===== src/rtl/tl45_scoreboard.sv =====
// Decode-side hazard controller: counts in-flight register writes, stalls
// decode on RAW/WAW/capacity hazards and holds issue off for a window after a flush.
module tl45_scoreboard #(
  parameter int MAX_INFLIGHT = 3,
  parameter int FLUSH_CYCLES = 2
) (
  input  logic        i_clk,
  input  logic        i_reset,
  input  logic        i_dec_valid,
  input  logic [3:0]  i_dec_dr,
  input  logic [3:0]  i_dec_sr1,
  input  logic [3:0]  i_dec_sr2,
  input  logic        i_dec_wr,
  input  logic        i_dec_rd1,
  input  logic        i_dec_rd2,
  input  logic        i_wb_valid,
  input  logic [3:0]  i_wb_dr,
  input  logic        i_flush,
  output logic        o_stall,
  output logic        o_issue,
  output logic [2:0]  o_inflight,
  output logic [14:0] o_busy,
  output logic        o_err
);

  localparam int CW = $clog2(MAX_INFLIGHT + 1);

  typedef enum logic {RUN, FLUSH} state_t;

  state_t        state_q, state_d;
  logic [3:0]    fcnt_q, fcnt_d;
  logic [CW-1:0] cnt_q [1:15];
  logic [2:0]    inflight_q;
  logic          err_q;

  // Bit 0 stands for r0 and stays clear, so r0 never looks pending or full.
  logic [15:0]   busy_vec;
  logic [15:0]   full_vec;
  logic [15:1]   inc_vec;
  logic [15:1]   dec_vec;

  logic raw1, raw2, waw_full;
  logic issue_wr, wb_hit, wb_ok, wb_err;

  always_comb begin
    busy_vec = '0;
    full_vec = '0;
    for (int k = 1; k < 16; k++) begin
      busy_vec[k] = (cnt_q[k] != '0);
      full_vec[k] = (cnt_q[k] == CW'(MAX_INFLIGHT));
    end
  end

  assign raw1     = i_dec_rd1 && busy_vec[i_dec_sr1];
  assign raw2     = i_dec_rd2 && busy_vec[i_dec_sr2];
  assign waw_full = i_dec_wr && (i_dec_dr != 4'd0) &&
                    (full_vec[i_dec_dr] || (inflight_q == 3'(MAX_INFLIGHT)));

  assign o_stall  = (state_q == FLUSH) || i_flush ||
                    (i_dec_valid && (raw1 || raw2 || waw_full));
  assign o_issue  = i_dec_valid && !o_stall;

  assign issue_wr = o_issue && i_dec_wr && (i_dec_dr != 4'd0);
  assign wb_hit   = i_wb_valid && (i_wb_dr != 4'd0);
  assign wb_ok    = wb_hit && busy_vec[i_wb_dr];
  assign wb_err   = wb_hit && !busy_vec[i_wb_dr];

  always_comb begin
    inc_vec = '0;
    dec_vec = '0;
    for (int k = 1; k < 16; k++) begin
      inc_vec[k] = issue_wr && (i_dec_dr == 4'(k));
      dec_vec[k] = wb_ok && (i_wb_dr == 4'(k));
    end
  end

  always_ff @(posedge i_clk or posedge i_reset) begin
    if (i_reset) begin
      // NOTE: the counter array is only 15 small entries and must read zero
      // straight out of reset, so it is reset like any other register.
      for (int k = 1; k < 16; k++) cnt_q[k] <= '0;
      inflight_q <= '0;
      err_q      <= 1'b0;
    end else if (i_flush) begin
      // Squash everything younger than the branch, including this cycle's writeback.
      for (int k = 1; k < 16; k++) cnt_q[k] <= '0;
      inflight_q <= '0;
    end else begin
      for (int k = 1; k < 16; k++) begin
        if (inc_vec[k] && !dec_vec[k])
          cnt_q[k] <= cnt_q[k] + CW'(1);
        else if (dec_vec[k] && !inc_vec[k])
          cnt_q[k] <= cnt_q[k] - CW'(1);
      end
      unique case ({issue_wr, wb_ok})
        2'b10:   inflight_q <= inflight_q + 3'd1;
        2'b01:   inflight_q <= inflight_q - 3'd1;
        default: inflight_q <= inflight_q;
      endcase
      if (wb_err) err_q <= 1'b1;
    end
  end

  always_ff @(posedge i_clk or posedge i_reset) begin
    if (i_reset) begin
      state_q <= RUN;
      fcnt_q  <= '0;
    end else begin
      state_q <= state_d;
      fcnt_q  <= fcnt_d;
    end
  end

  always_comb begin
    state_d = state_q;
    fcnt_d  = fcnt_q;
    unique case (state_q)
      RUN: begin
        if (i_flush) begin
          state_d = FLUSH;
          fcnt_d  = 4'(FLUSH_CYCLES);
        end
      end
      FLUSH: begin
        if (i_flush) begin
          fcnt_d = 4'(FLUSH_CYCLES);
        end else if (fcnt_q == 4'd1) begin
          state_d = RUN;
          fcnt_d  = '0;
        end else begin
          fcnt_d = fcnt_q - 4'd1;
        end
      end
    endcase
  end

  assign o_inflight = inflight_q;
  assign o_busy     = busy_vec[15:1];
  assign o_err      = err_q;

endmodule


===== config.mk =====
export PLATFORM = sky130hd
export DESIGN_NAME = tl45_scoreboard
export DESIGN_NICKNAME = d
export VERILOG_FILES = /design/src/rtl/tl45_scoreboard.sv
export SDC_FILE = /design/constraint.sdc
export NUM_CORES = 1
export LEC_CHECK = 0
export ABC_CLOCK_PERIOD_IN_PS = 7490
export BUFFER_PORTS_ARGS = -buffer_cell sky130_fd_sc_hd__buf_2
export CELL_PAD_IN_SITES_DETAIL_PLACEMENT = 1
export CELL_PAD_IN_SITES_GLOBAL_PLACEMENT = 2
export CORE_MARGIN = 2
export CORE_UTILIZATION = 39
export DETAILED_ROUTE_END_ITERATION = 8
export MAX_ROUTING_LAYER = met4
export PLACE_DENSITY_LB_ADDON = 0.1
export SETUP_SLACK_MARGIN = 0.2
export SYNTH_ARGS = -nofsm -noshare
export SYNTH_HDL_FRONTEND = slang
export SYNTH_SLANG_ARGS = --single-unit

===== constraint.sdc =====
create_clock -name i_clk -period 7.49 [get_ports i_clk]
set_clock_uncertainty 0.1 [all_clocks]
set_input_delay 1.1235 -clock i_clk [delete_from_list [all_inputs] [get_ports i_clk]]
set_output_delay 1.1235 -clock i_clk [all_outputs]
set_load 0.01 [all_outputs]

==> flow_summary_export.csv, run 1 <==
group,metric,value,unit
floorplanning,coreArea,0.00868,mm²
floorplanning,rows,34,
critical_path,path_delay_family,"simple AND/OR/NAND/NOR gates",
critical_path,worst-path-max-fanout,12,
logic_synthesis,ys_ff_latch,39,
clocking,numCtsBuffers,5,
power_and_ir_drop,power_per_cell_area,124,mW/mm²
clocking,clkTransAtPathRegs,0.08,ns
finish,layout_commonest_cell,"buf_2",
logic_synthesis,synth_area_per_cell,8.84,µm²
clocking,cts_tree,"yes",
floorplanning,die_x,98.5,µm
finish,regArea,976,µm²
finish,nets,451,
global_route,grt_pass1_wl,18.2,mm
floorplanning,ioPinCount,45,
detailed_routing,dr.pass1.iters,4,
sta,worst_pin_slew,0.837,ns
place,hpwl,8.11,mm
clocking,clk_latency,0.30,ns
status,status,"finished clean",
floorplanning,die_height,98.5,µm
finish,final_cells,533,
critical_path,r2r_start,"cnt_q[28]",
detailed_routing,via_per_inst,6.07,
logic_synthesis,seq_area_frac_synth,0.280,
critical_path,crit_slowest_cell,"mux4_2",
floorplanning,start_util,0.401,
critical_path,critPathCapture,"o_issue",
critical_path,startpoint,"i_dec_sr2[0]",
power_and_ir_drop,leakagePower,0.00165,µW
critical_path,timing.rr.end,"o_inflight[2]",
logic_synthesis,synth_ff_type,"dfrtp_1",
detailed_routing,drcViolationCount,0,
global_route,antenna_found_initial,0,
clocking,clock_sinks,39,
clocking,cts_resized,0,
sta,grt_setup_unrepaired,"no",
critical_path,critPathLaunchType,"input port",
global_route,first_global_vias,3233,
logic_synthesis,syn_area,0.00348,mm²
sta,setup_viol_count_final,0,
finish,areaGrowthSynthToFinish,8.88,%
floorplanning,dieArea,0.00970,mm²
critical_path,critPathKind,"input port to output pin",
detailed_routing,drtIter0Drc,159,
place,placedCellCount,525,
critical_path,r2r_cells,11,
sta,slew_headroom,0.441,
sta,slew_viol_final,0,
critical_path,crit_chain,"buf_2 -> inv_1 -> mux4_2 -> nand2b_1 -> o2111ai_1 -> nand3_1 -> o21ai_0 -> and3_1 -> buf_2",
logic_synthesis,synth_warnings,0,
detailed_routing,route.vias.total,3233,
critical_path,worst_setup_path_end_kind,"output pin",
logic_synthesis,yosys.cell_types.count,69,
clocking,postCtsSetupBuffers,0,
critical_path,critPathArrivalTime,3.37,ns
critical_path,max_stage_delay,0.54,ns
detailed_routing,routed_wl,11.0,mm
finish,layout-drive-gt1-share,0.245,
place,gp_congestion,0.819,
clocking,cts_root_buf,"clkbuf_8",
global_route,grt_usage,0.244,
critical_path,cp_num_buf_inv,3,
detailed_routing,drtAntennaViolNets,0,
clocking,cts_hold_buf,0,
critical_path,rrSetupSlack,3.90,ns
global_route,overflow,0,
min_path,hold_start,"o_err",
logic_synthesis,syn_inst,394,
min_path,hp-class,"flip-flop to flip-flop",
critical_path,cpMostUsedCell,"buf_2",
sta,fin_crit_sh,0.613,
sta,fmax,218,MHz
logic_synthesis,async_flop_share,1.00,
sta,period_minus_slack,4.59,ns
flow_run,cap_viol_max_count,0,
critical_path,critPathRequiredTime,6.27,ns
finish,fill_cells,1062,
clocking,cts_max_level,2,
power_and_ir_drop,irDropWorstVdd,0.0000665,V
finish,multiInputGateArea,0.00228,mm²
logic_synthesis,synth_edf_count,0,
logic_synthesis,synth_nets,421,
global_route,grt_max_degree,47,
place,numPortBuffers,44,
critical_path,cp.depth,9,
detailed_routing,wire_per_inst,20.7,µm
sta,fin_setup_tns,0,ns
finish,antenna_cells,0,
clocking,cts_buffer_depth,2,
finish,final_cell_mix,"44 x buf_2, 39 x dfrtp_1, 34 x nand2_1, 24 x nor2_1, 24 x a21oi_1",
sta,finalHoldViolations,0,
==> stage by stage <==
stage	hold WS, ns	setup slack (ns)	utilization	power (µW)	instance area, µm²
3_3_place_gp	0.338	2.97	0.427	324	3710
3_5_place_dp	0.348	2.88	0.427	325	3710
5_1_grt	0.409	2.64	0.437	498	3790
2_1_floorplan	0.381	3.57	-	299	3480
4_1_cts	0.369	2.87	0.437	474	3790
6_report	0.365	2.90	0.437	472	3790
==> how the worst min path moves through the flow <==
stage	end	slack [ns]	cells after the start
5_1_grt	o_err	0.41	2
6_report	o_err	0.36	2
4_1_cts	o_err	0.37	2
2_1_floorplan	fcnt_q[1]	0.38	2
3_5_place_dp	o_err	0.35	2
3_3_place_gp	o_err	0.34	2
==> worst reg2reg max path, stage by stage, from the launching register on <==
cell	delay, ns
dfrtp_1	0.48
or2_1	0.32
a221o_1	0.35
o221ai_1	0.17
a2bb2oi_1	0.23
and3_1	0.18
buf_4	0.37
a21oi_1	0.15
fa_1	0.45
or4_1	0.48
a22o_1	0.20
nand2_1	0.06
==> cell type report <==
| type | count | area share |
|---|---|---|
| flip-flops and latches | 39 | 0.257 |
| well taps | 108 | 0.0356 |
| multi-input cells | 312 | 0.601 |
| clock buffers | 6 | 0.0191 |
| repair buffers | 48 | 0.0660 |
| clock inverters | 2 | 0.00330 |
| inverters | 18 | 0.0178 |
==> synthesized netlist by cell type (all sizes together) (5+ instances only) <==
cell      n  area [µm²]
nor2b    17         106
nand3    15        90.1
a31oi     5        31.3
clkbuf    8        30.0
buf      17         131
o21ai    12        60.1
dfrtp    39         976
or2      13        86.3
nand4     8        62.6
nand2b    5        31.3
o211ai   10        75.1
and3     12        75.1
nor2     26         103
nand2    35         134
xnor2     7        61.3
o41ai     9         131
a21oi    25         129
o2111ai   5        43.8
nor3b    11         103
mux4      8         180
and2      6        37.5
nor3     23         150
inv      18        67.6
xor2      9        78.8
==> metal layers <==
layer,vias to the layer above,part of all wire,global-route usage
met5,-,0,-
met2,81,0.47,0.393
met4,0,0.013,0.0548
li1,1531,-,-
met1,1609,0.47,0.329
met3,12,0.041,0.0333
==> flip-flops by register name, summed over array words and instances, names as in the netlist <==
signal,cells
fcnt_q,4
o_inflight,3
o_err,1
cnt_q,30
state_q,1
==> where the power goes <==
| part | switching (µW) | total (µW) | internal, µW | leakage, µW |
|---|---|---|---|---|
| Sequential | 8.73 | 227 | 218 | 0.000529 |
| Combinational | 62.0 | 93.5 | 31.5 | 0.00108 |
| Clock | 85.6 | 151 | 65.4 | 0.0000412 |
| Total | 156 | 472 | 315 | 0.00165 |
==> kinds of logic (layout without fill, tap and decap cells) <==
kind of cell / Yosys count / after routing / share of synthesized area
mux: 11 / 11 / 0.0632
flops: 39 / 39 / 0.280
simple gates: 182 / 182 / 0.311
compound gates: 100 / 100 / 0.227
fa+ha+maj: 3 / 3 / 0.0129
buf+inv: 43 / 74 / 0.0658
xor+xnor: 16 / 16 / 0.0402
Note: power is estimated with default switching activity, not from simulation.
==> inputs of run 2 (changes only) <==
Settings changed: ABC_CLOCK_PERIOD_IN_PS 7490 to 4000, CORE_UTILIZATION 39 to 33.
Clock period 7.49 ns to 4 ns, I/O delays scaled along.
==> run 2 against run 1 <==
Against the previous run:
- global-route usage is 2.3 points lower
- total power is 110% higher
- sequential power is 87% higher
- sequential share of layout area is 0.74 points lower
- clock-buffer cell count stayed put
- critical endpoint unchanged
- highest routed layer unchanged
==> flow_summary_export.csv, run 2 (same netlist as run 1, synthesis figures left out) <==
group,metric,value,unit
floorplanning,coreArea,0.0103,mm²
finish,final_cell_mix,"44 x buf_2, 39 x dfrtp_1, 34 x nand2_1, 24 x nor2_1, 24 x a21oi_1",
finish,top_register,"cnt_q",
clocking,cts_tree,"yes",
critical_path,rrSetupSlack,0.73,ns
sta,setup_viol_count_final,0,
finish,multiInputGateArea,0.00228,mm²
clocking,cts_resized,0,
critical_path,startpoint,"cnt_q[28]",
sta,worst_pin_slew,0.846,ns
place,gp_congestion,0.800,
sta,finalHoldViolations,0,
detailed_routing,routed_wl,11.5,mm
finish,largest_reg_flops,30,
place,numPortBuffers,44,
power_and_ir_drop,netSwitchingFraction,0.288,
detailed_routing,via_per_inst,5.68,
sta,setup_slack,0.675,ns
place,dpl_worst_slack,0.514,ns
finish,final_cells,565,
power_and_ir_drop,p_seq_frac,0.420,
power_and_ir_drop,power_switching,292,µW
sta,slew_headroom,0.435,
detailed_routing,drtIter0Drc,142,
global_route,antenna_found_initial,0,
critical_path,worst_setup_path_end_kind,"output pin",
sta,grt_setup_unrepaired,"no",
critical_path,r2r_cells,10,
critical_path,worst-path-max-fanout,6,
global_route,grt_max_degree,46,
clocking,clock_sinks,39,
finish,regArea,976,µm²
global_route,grt_pass1_wl,18.9,mm
clocking,cts_buffer_depth,2,
finish,fin_util,0.380,
finish,areaGrowthSynthToFinish,12.1,%
sta,fmax,301,MHz
finish,fill_cells,1240,
floorplanning,die_x,107,µm
clocking,cts_root_buf,"clkbuf_8",
power_and_ir_drop,pwr-share-comb,0.179,
power_and_ir_drop,power,1010,µW
power_and_ir_drop,irDropWorstVdd,0.000142,V
sta,slew_viol_final,0,
status,status,"finished clean",
finish,layout-drive-gt1-share,0.252,
finish,nets,455,
critical_path,timing.rr.end,"o_inflight[2]",
finish,antenna_cells,0,
detailed_routing,drcViolationCount,0,
critical_path,critPathKind,"flip-flop to output pin",
clocking,numCtsBuffers,5,
critical_path,critPathArrivalTime,2.62,ns
global_route,overflow,0,
clocking,clk_latency,0.30,ns
detailed_routing,dr.pass1.iters,4,
floorplanning,ioPinCount,45,
floorplanning,dieArea,0.0114,mm²
place,placedCellCount,557,
power_and_ir_drop,leakagePower,0.00169,µW
clocking,cts_max_level,2,
min_path,hp-class,"input port to asynchronous set/reset pin",
power_and_ir_drop,clock_power_share,0.401,
finish,layout_commonest_cell,"buf_2",
power_and_ir_drop,power_per_cell_area,259,mW/mm²
clocking,clkTransAtPathRegs,0.09,ns
sta,fin_setup_tns,0,ns
power_and_ir_drop,intPower,721,µW
detailed_routing,route.vias.total,3210,
critical_path,r2r_start,"cnt_q[0]",
global_route,grt_usage,0.221,
clocking,postCtsSetupBuffers,0,
place,hpwl,8.51,mm
critical_path,critPathRequiredTime,3.30,ns
detailed_routing,wire_per_inst,20.4,µm
detailed_routing,drtAntennaViolNets,0,
clocking,cts_hold_buf,0,
critical_path,critPathLaunchType,"flip-flop",
floorplanning,die_height,107,µm
sta,period_minus_slack,3.32,ns
floorplanning,rows,37,
global_route,first_global_vias,3342,
flow_run,cap_viol_max_count,0,
sta,fin_crit_sh,0.831,
floorplanning,start_util,0.339,
## run 2: cell count changes in the layout (fill, tap and decap cells not counted), sizes merged
cell and delta:
clkinvlp -1, clkinv -1, bufinv +2, buf +4
## run 2: how the worst max path moves through the flow
stage,end,slack [ns],cells after the start
after global routing,o_issue,0.51,8
final,o_issue,0.68,8
after detailed placement,o_inflight[2],0.51,9
after global placement,o_inflight[2],0.52,9
after floorplan,o_inflight[2],0.61,12
after CTS,o_issue,0.64,8
## run 2: routing by layer
layer | vias up | wire [µm] | global-route usage
met4 | 0 | 126 | 0.0427
met2 | 62 | 5340 | 0.351
met3 | 11 | 408 | 0.0328
met5 | - | 0 | -
li1 | 1538 | - | -
met1 | 1599 | 5630 | 0.302
## run 2: per-stage QoR
stage	instance area, µm²	hold slack (ns)
2_1_floorplan	3480	0.381
4_1_cts	3900	0.355
3_3_place_gp	3770	0.347
3_5_place_dp	3770	0.361
6_report	3900	0.346
5_1_grt	3900	0.390
## run 2: final cells by class
class	count	share of cell area
well taps	136	0.0436
clock inverters	2	0.0154
clock buffers	6	0.0186
multi-input cells	312	0.583
inverters	18	0.0173
flip-flops and latches	39	0.250
repair buffers	52	0.0718
## run 2: worst max-delay path: stages, from the launching register on
cell,delay [ns]
dfrtp_1,0.48
or2_1,0.30
a221o_1,0.35
o221ai_1,0.17
a2bb2oi_1,0.26
nand3_1,0.20
o21ai_0,0.26
and3_1,0.18
buf_2,0.12
## run 2: power by group through the flow
stage / Sequential [µW] / Clock [µW] / Combinational (µW)
after global placement: 433 / 0 / 181
after detailed placement: 433 / 0 / 183
after floorplan: 429 / 0 / 130
after global routing: 429 / 431 / 208
after CTS: 426 / 422 / 184
final: 425 / 406 / 181
